`config.mk`:
```
export PLATFORM = sky130hd
export DESIGN_NAME = countdown_timer
export DESIGN_NICKNAME = d
export VERILOG_FILES = /design/src/rtl/countdown_timer.sv
export SDC_FILE = /design/constraint.sdc
export NUM_CORES = 1
export LEC_CHECK = 0
export BUFFER_PORTS_ARGS = -buffer_cell sky130_fd_sc_hd__buf_2
export CORE_MARGIN = 2
export CORE_UTILIZATION = 50
export DETAILED_ROUTE_END_ITERATION = 6
export PLACE_DENSITY_LB_ADDON = 0.15
export SKIP_LAST_GASP = 1
export SYNTH_ARGS = -nofsm -noshare
export SYNTH_HDL_FRONTEND = slang
export SYNTH_SLANG_ARGS = --single-unit
```
`constraint.sdc`:
```
create_clock -name clk_100MHz_i -period 2.7 [get_ports clk_100MHz_i]
set_input_delay 0.135 -clock clk_100MHz_i [delete_from_list [all_inputs] [get_ports clk_100MHz_i]]
set_output_delay 0.135 -clock clk_100MHz_i [all_outputs]
set_load 0.02 [all_outputs]
```
`src/rtl/countdown_timer.sv`:
```
// BCD MM:SS countdown timer driven by a once-per-second tick.
// Start/pause/clear control, preset load with digit validation, registered expiry pulse.
module countdown_timer #(
    parameter bit AUTO_RELOAD = 1'b0
) (
    input  logic        clk_100MHz_i,
    input  logic        reset_n_i,
    input  logic        second_pulse_i,
    input  logic        load_i,
    input  logic [15:0] load_value_i,
    input  logic        start_i,
    input  logic        pause_i,
    input  logic        clear_i,
    output logic [15:0] time_o,
    output logic        running_o,
    output logic        done_o,
    output logic        expired_o,
    output logic        load_error_o
);

    localparam int unsigned DIGIT_W = 4;
    localparam int unsigned TIME_W  = 4 * DIGIT_W;

    typedef struct packed {
        logic [DIGIT_W-1:0] m_tens;
        logic [DIGIT_W-1:0] m_units;
        logic [DIGIT_W-1:0] s_tens;
        logic [DIGIT_W-1:0] s_units;
    } bcd_time_t;

    typedef enum logic [1:0] {
        IDLE   = 2'd0,
        RUN    = 2'd1,
        PAUSED = 2'd2,
        DONE   = 2'd3
    } state_t;

    localparam bcd_time_t TIME_ZERO = bcd_time_t'(TIME_W'(0));

    state_t    state_q, state_d;
    bcd_time_t time_q, time_d;
    bcd_time_t preset_q, preset_d;
    logic      running_q, running_d;
    logic      done_q, done_d;
    logic      expired_q, expired_d;
    logic      load_error_q, load_error_d;

    // Digit-wise decrement with borrow ripple; never touches the packed word as a number.
    function automatic bcd_time_t bcd_dec(input bcd_time_t t);
        bcd_time_t r;
        r = t;
        if (t.s_units != DIGIT_W'(0)) begin
            r.s_units = t.s_units - DIGIT_W'(1);
        end else begin
            r.s_units = DIGIT_W'(9);
            if (t.s_tens != DIGIT_W'(0)) begin
                r.s_tens = t.s_tens - DIGIT_W'(1);
            end else begin
                r.s_tens = DIGIT_W'(5);
                if (t.m_units != DIGIT_W'(0)) begin
                    r.m_units = t.m_units - DIGIT_W'(1);
                end else begin
                    r.m_units = DIGIT_W'(9);
                    r.m_tens  = t.m_tens - DIGIT_W'(1);
                end
            end
        end
        return r;
    endfunction

    function automatic logic bcd_valid(input bcd_time_t t);
        return (t.m_tens  <= DIGIT_W'(9)) && (t.m_units <= DIGIT_W'(9)) &&
               (t.s_tens  <= DIGIT_W'(5)) && (t.s_units <= DIGIT_W'(9));
    endfunction

    bcd_time_t load_value;
    bcd_time_t time_dec;
    logic      do_load;
    logic      do_pause;
    logic      do_start;
    logic      do_tick;

    // Effective commands: each already qualified by the state in which it acts.
    always_comb begin
        load_value = bcd_time_t'(load_value_i);
        time_dec   = bcd_dec(time_q);
        do_load    = load_i && (state_q != RUN);
        do_pause   = pause_i && (state_q == RUN);
        do_start   = start_i && ((state_q == IDLE) || (state_q == PAUSED)) &&
                     (time_q != TIME_ZERO);
        do_tick    = second_pulse_i && (state_q == RUN);
    end

    always_ff @(posedge clk_100MHz_i or negedge reset_n_i) begin
        if (!reset_n_i) begin
            state_q      <= IDLE;
            time_q       <= TIME_ZERO;
            preset_q     <= TIME_ZERO;
            running_q    <= 1'b0;
            done_q       <= 1'b0;
            expired_q    <= 1'b0;
            load_error_q <= 1'b0;
        end else begin
            state_q      <= state_d;
            time_q       <= time_d;
            preset_q     <= preset_d;
            running_q    <= running_d;
            done_q       <= done_d;
            expired_q    <= expired_d;
            load_error_q <= load_error_d;
        end
    end

    // Priority: clear > load > pause > start > tick.
    always_comb begin
        state_d      = state_q;
        time_d       = time_q;
        preset_d     = preset_q;
        expired_d    = 1'b0;
        load_error_d = 1'b0;

        if (clear_i) begin
            state_d = IDLE;
            time_d  = TIME_ZERO;
        end else if (do_load) begin
            if (bcd_valid(load_value)) begin
                time_d   = load_value;
                preset_d = load_value;
                state_d  = IDLE;
            end else begin
                load_error_d = 1'b1;
            end
        end else if (do_pause) begin
            state_d = PAUSED;
        end else if (do_start) begin
            state_d = RUN;
        end else if (do_tick) begin
            if (time_dec == TIME_ZERO) begin
                expired_d = 1'b1;
                if (AUTO_RELOAD && (preset_q != TIME_ZERO)) begin
                    time_d = preset_q;
                end else begin
                    time_d  = TIME_ZERO;
                    state_d = DONE;
                end
            end else begin
                time_d = time_dec;
            end
        end

        running_d = (state_d == RUN);
        done_d    = (state_d == DONE);
    end

    assign time_o       = time_q;
    assign running_o    = running_q;
    assign done_o       = done_q;
    assign expired_o    = expired_q;
    assign load_error_o = load_error_q;

endmodule

```
======== Word-level counts from Yosys, hierarchy flattened ========
Index checks and enable logic that the tools add are counted.
word-level totals
  word-level logic and storage cells ...... 71
  output and inout port bits .............. 20
  register bits ........................... 22
  bits of input ports ..................... 23
cells by class
  add/subtract/negate cells ............... 4
  reduce and logical (&&, ||, !) cells .... 17
  muxes and demuxes ....................... 29
  order comparisons ....................... 4
  equal/unequal tests ..................... 8
operators by type and width
  operator             number
  $mux 16              7
  $logic_not 16->1     1
  $mux 4               4
  $reduce_bool 16->1   1
  $sub 4x1->4 const B  4
  $mux 2               7
  $le 4x4->1 const B   3
  $mux 12              1
  $reduce_bool 4->1    3
  $mux 1               9
  $logic_and 1x1->1    8
  $mux 8               1
  $ne 3x3->1 const B   2
  $eq 2x1->1 const B   2
  $eq 2x2->1 const B   2
  $le 4x3->1 const B   1
  $reduce_and 4->1     1
  $ne 3x2->1 const B   1
  $reduce_bool 3->1    1
  $logic_not 2->1      1
  $ne 2x1->1 const B   1
  $logic_or 1x1->1     1

======== Logic depth before layout (Yosys ltp) ========
  depth after elaboration ................. 12
  mapped depth ............................ 6
  mapped depth without buffers ............ 5

======== Worst setup path after synthesis ========
Ideal clock, no wire load.
  path type ............................... register to register
  start ................................... reg time_q, in the netlist time_o[0]
  end ..................................... reg running_q, in the netlist running_o
  period minus slack after synthesis ...... 2.332 ns
  data required time ...................... 2.561 ns
  arrival ................................. 2.192 ns
  slack ................................... 0.368 ns
  stages on the path, launching flop included .. 7
  cells stage by stage .................... dfrtp_1 > buf_6 > or4_4 > nor4b_4 > a31oi_1 > a221o_1 > nor4bb_1
on the way
  longest elaborated chain between the ends .. 10
  elaborated cells on any way between the ends .. 14
  classes of those cells .................. add/sub: 1; eq/ne: 1; mux: 8; reduce/logical: 4
RTL lines
  element                                           line    source
  start, declared                                   41      bcd_time_t time_q, time_d;
  start signal, assigned                            105     time_q <= time_d;
  $sub 4x1->4 or $reduce_bool 4->1 (tied branches)  53, 52
  $mux 4 or $mux 12 (tied branches)                 52      if (t.s_units != DIGIT_W'(0)) begin
  $logic_not 16->1                                  138     if (time_dec == TIME_ZERO) begin
  $mux 2                                            138
  $mux 2                                            137     end else if (do_tick) begin
  $mux 2 (*)                                        135     end else if (do_start) begin
  $mux 2 (*)                                        133     end else if (do_pause) begin
  $mux 2 (*)                                        125     end else if (do_load) begin
  $mux 2 (*)                                        122     if (clear_i) begin
  $eq 2x1->1 (*)                                    151     running_d = (state_d == RUN);
  via running_d                                     43      logic running_q, running_d;
  end signal, assigned                              107     running_q <= running_d;
  end, declared                                     43
Mark *: on every way through the listed nets, which the timed path passes. The rest lies on a longest branch.
A chain may end at the register's enable or synchronous reset.

======== Worst setup path after layout ========
  start ................................... reg time_q, in the netlist time_o[0]
  end ..................................... reg done_q, in the netlist done_o
on the way
  longest elaborated chain between the ends .. 10
  elaborated cells on any way between the ends .. 14
  classes of those cells .................. add/sub: 1; eq/ne: 1; mux: 8; reduce/logical: 4
RTL lines
  element                                           line    source
  $sub 4x1->4 or $reduce_bool 4->1 (tied branches)  53, 52
  $mux 4 or $mux 12 (tied branches)                 52
  $logic_not 16->1                                  138
  $mux 2                                            138
  $mux 2                                            137
  $mux 2 (*)                                        135
  $mux 2 (*)                                        133
  $mux 2 (*)                                        125
  $mux 2 (*)                                        122
  $eq 2x2->1 (*)                                    152     done_d = (state_d == DONE);
  via done_d                                        44      logic done_q, done_d;
  end signal, assigned                              108     done_q <= done_d;
  end, declared                                     44
Marked as above.

==> summary.md <==
| Metric | Value |
|---|---|
| Setup crit end | `done_o$_DFF_PN0_` |
| Critical-path maximum fanout | `10` |
| Worst r2r src | `time_o[0]$_DFFE_PN0P_` |
| Final clock skew | `between 0.006 and 0.007 ns` |
| Ant diodes | `0` |
| Pre-CTS setup slack | `~0.35 ns` |
| DR vias/cell | `roughly 6.1` |
| Commonest non-fill, non-tap cells in the layout | `buf_2, o21ai_0, dfrtp_1` |
| RePlAce Congestion | `0.930` |
| Power, Total | `0.997 mW` |
| DR WL/cell | `around 16 um` |
| Die Area | `approximately 0.0032 sq mm` |
| Global route overflow | `0` |
| Clock Tree Buf Depth | `2` |
| Synth async-reset ratio | `1.00` |
| TNS Setup | `0 ns` |
| Commonest non-fill, non-tap cell in the layout | `buf_2` |
| Startpoint types | `register` |
| Initial Utilization | `0.539` |
| DIE WIDTH | `around 56 um` |
| Area growth syn-to-layout | `20.1%` |
| LEAKAGE | `0.804 nW` |
| Antenna violations before repair | `0` |
| PwrDens | `around 600 mW/mm^2` |
| Final setup viols | `0` |
| Worst-Margin Slew | `0.720 ns` |
| Design Area, Final | `0.00165 sq mm` |
| Status | `finished, final reports clean` |
| Initial DRC Count | `64` |
| Syn_area_per_cell | `around 8.5 sq um` |
| Max VDD drop | `0.448 mV` |
| Sequential area share after synthesis | `0.401` |
| Relative slew slack | `0.515` |
| Number of enable flip-flop cells after synthesis | `0` |
| TritonCTS clock tree | `done` |
| Largest net degree at the start of global routing | `23` |
| RSZ-0062 raised after global routing | `no` |
| Post-synth top flop | `dfrtp_1` |
| IO Port Bufs | `between 40 and 50` |
| R2R depth | `5` |
| Yosys reg bits | `22` |
| Layout cells sized above 1 | `0.263` |
| GRT Util Overall | `0.244` |
| Number of filler cells placed in the layout | `around 230` |
| Yosys warns | `0` |
| Antenna-violating nets left | `0` |
| Core ar. | `~0.0025 sq mm` |
| Cell Area, Synth | `between 0.001 and 0.0015 sq mm` |
| First-pass GRT wire length | `6.30 mm` |
| Clock H-tree levels | `1` |
| Synth cell types | `43` |
| Dpl cell area | `between 0.0015 and 0.002 sq mm` |
| Number of buffers created by CTS | `3` |
| Critical Path RT | `approximately 2.9 ns` |
| Drt first pass iters | `4` |
| Clock tree sinks | `22` |
| Hold Path Class | `in -> reg` |
| Top-level port count | `43` |
| Slew Viols, Final | `0` |
| Util after Layout | `0.647` |
| F_max | `between 400 and 500 MHz` |
| Critical path class | `reg -> reg` |
| Tcrit/Tclk final | `0.882` |
| Clock root cell | `clkbuf_4` |
| Crit path launch | `time_o[0]$_DFFE_PN0P_` |
| Critical path data arrival time | `roughly 2.6 ns` |
| FP Rows | `18` |
| Final nets | `231` |
| Max-cap violations | `0` |
| Fin crit period | `between 2 and 2.5 ns` |
| Reg-to-reg critical path endpoint | `done_o$_DFF_PN0_` |
| R2R Setup Slk | `between 0.3 and 0.4 ns` |
| Via count | `about 1.4k` |
| Post-Syn Instances | `about 160` |
| Clock transition at path regs | `0.13 ns` |
| Residual DRC | `0` |
| Final hold viol count | `0` |
| Vias in the first global route | `between 1k and 1.5k` |
| Post-CTS Resized | `0` |
| Final wirelength | `roughly 3.7 mm` |
| Die Y | `56.4 um` |
| DP HPWL | `between 2 and 3 mm` |
| Crit. End Element | `register` |
| Final WS setup | `around 0.32 ns` |
| Worst-Skew Late Latency | `0.30 ns` |
| Syn nets | `roughly 190` |
==> what timing repair did <==
item / in CTS / in global routing
setup buffers: 0 / 0
hold endpoints to repair: 22 / 0
hold buffers: 1 / 0
==> critical path, cell delays in order (launching register included) <==
cell      delay (ns)
dfrtp_1         0.49
or4_4           0.60
nor4b_4         0.45
a31oi_1         0.19
a221o_1         0.38
a211oi_2        0.19
==> stage by stage <==
step	hold slack, ns	cells
finish	0.0688	235
global route	0.0650	235
CTS	0.0646	235
detailed placement	0.131	230
global placement	0.121	230
floorplan	-0.161	162
==> synthesized netlist by cell type (all sizes together) (2+ instances only) <==
library cell,count,area share
o21ai,27,0.099
dfrtp,22,0.40
nor2,19,0.052
nand2,13,0.036
a21oi,11,0.040
inv,8,0.022
nor3,5,0.018
a22o,4,0.026
clkbuf,4,0.011
o31ai,4,0.022
a31oi,3,0.014
nand3,3,0.011
nand4,3,0.014
or4,3,0.019
ha,2,0.018
mux2,2,0.016
nand2b,2,0.0091
nor4,2,0.0091
o21a,2,0.011
==> cell type report <==
| cell class | instances | area (sq um) | area share |
|---|---|---|---|
| multi-input cells | 127 | 764 | 0.464 |
| clock buffers | 4 | 36.3 | 0.0220 |
| repair buffers | 44 | 228 | 0.138 |
| well taps | 30 | 37.5 | 0.0228 |
| flip-flops and latches | 22 | 551 | 0.334 |
| inverters | 8 | 30.0 | 0.0182 |
==> registers in the layout (all words and copies together) (netlist names) <==
signal and count:
done_o 1, expired_o 1, load_error_o 1, running_o 1
state_q 2, time_o 16
==> where the power goes <==
group	leakage [nW]	total (mW)	switching [mW]	internal (mW)
Sequential	0.294	0.425	0.0557	0.369
Clock	0.0210	0.182	0.100	0.0821
Combinational	0.489	0.390	0.239	0.150
Total	0.804	0.997	0.395	0.601
==> cell families after synthesis <==
logic type,share of synthesized area
multiplexers,0.0164
AND/OR/NAND/NOR,0.228
adder cells (fa/ha/maj),0.0182
flip-flops,0.401
AO/OA/AOI/OAI,0.295
buffers and inverters,0.0411
==> layer usage <==
metal  share of wire  up-vias  track usage
li1                -      690            -
met3           0.068        4       0.0346
met2            0.46       52        0.393
met1            0.47      691        0.343
met5               0        -            0
met4          0.0065        0       0.0680
==> how the worst min path moves through the flow <==
| stage | cells past startpoint | start | to | slack, ns |
|---|---|---|---|---|
| after global placement | 1 | reset_n_i | time_o[2]$_DFFE_PN0P_ | 0.12 |
| after floorplan | 0 | reset_n_i | done_o$_DFF_PN0_ | -0.16 |
| after detailed placement | 1 | reset_n_i | time_o[2]$_DFFE_PN0P_ | 0.13 |
| after CTS | 2 | pause_i | expired_o$_DFF_PN0_ | 0.06 |
| after global routing | 2 | pause_i | expired_o$_DFF_PN0_ | 0.07 |
| final | 2 | pause_i | expired_o$_DFF_PN0_ | 0.07 |
Note: power is estimated with default switching activity, not from simulation.
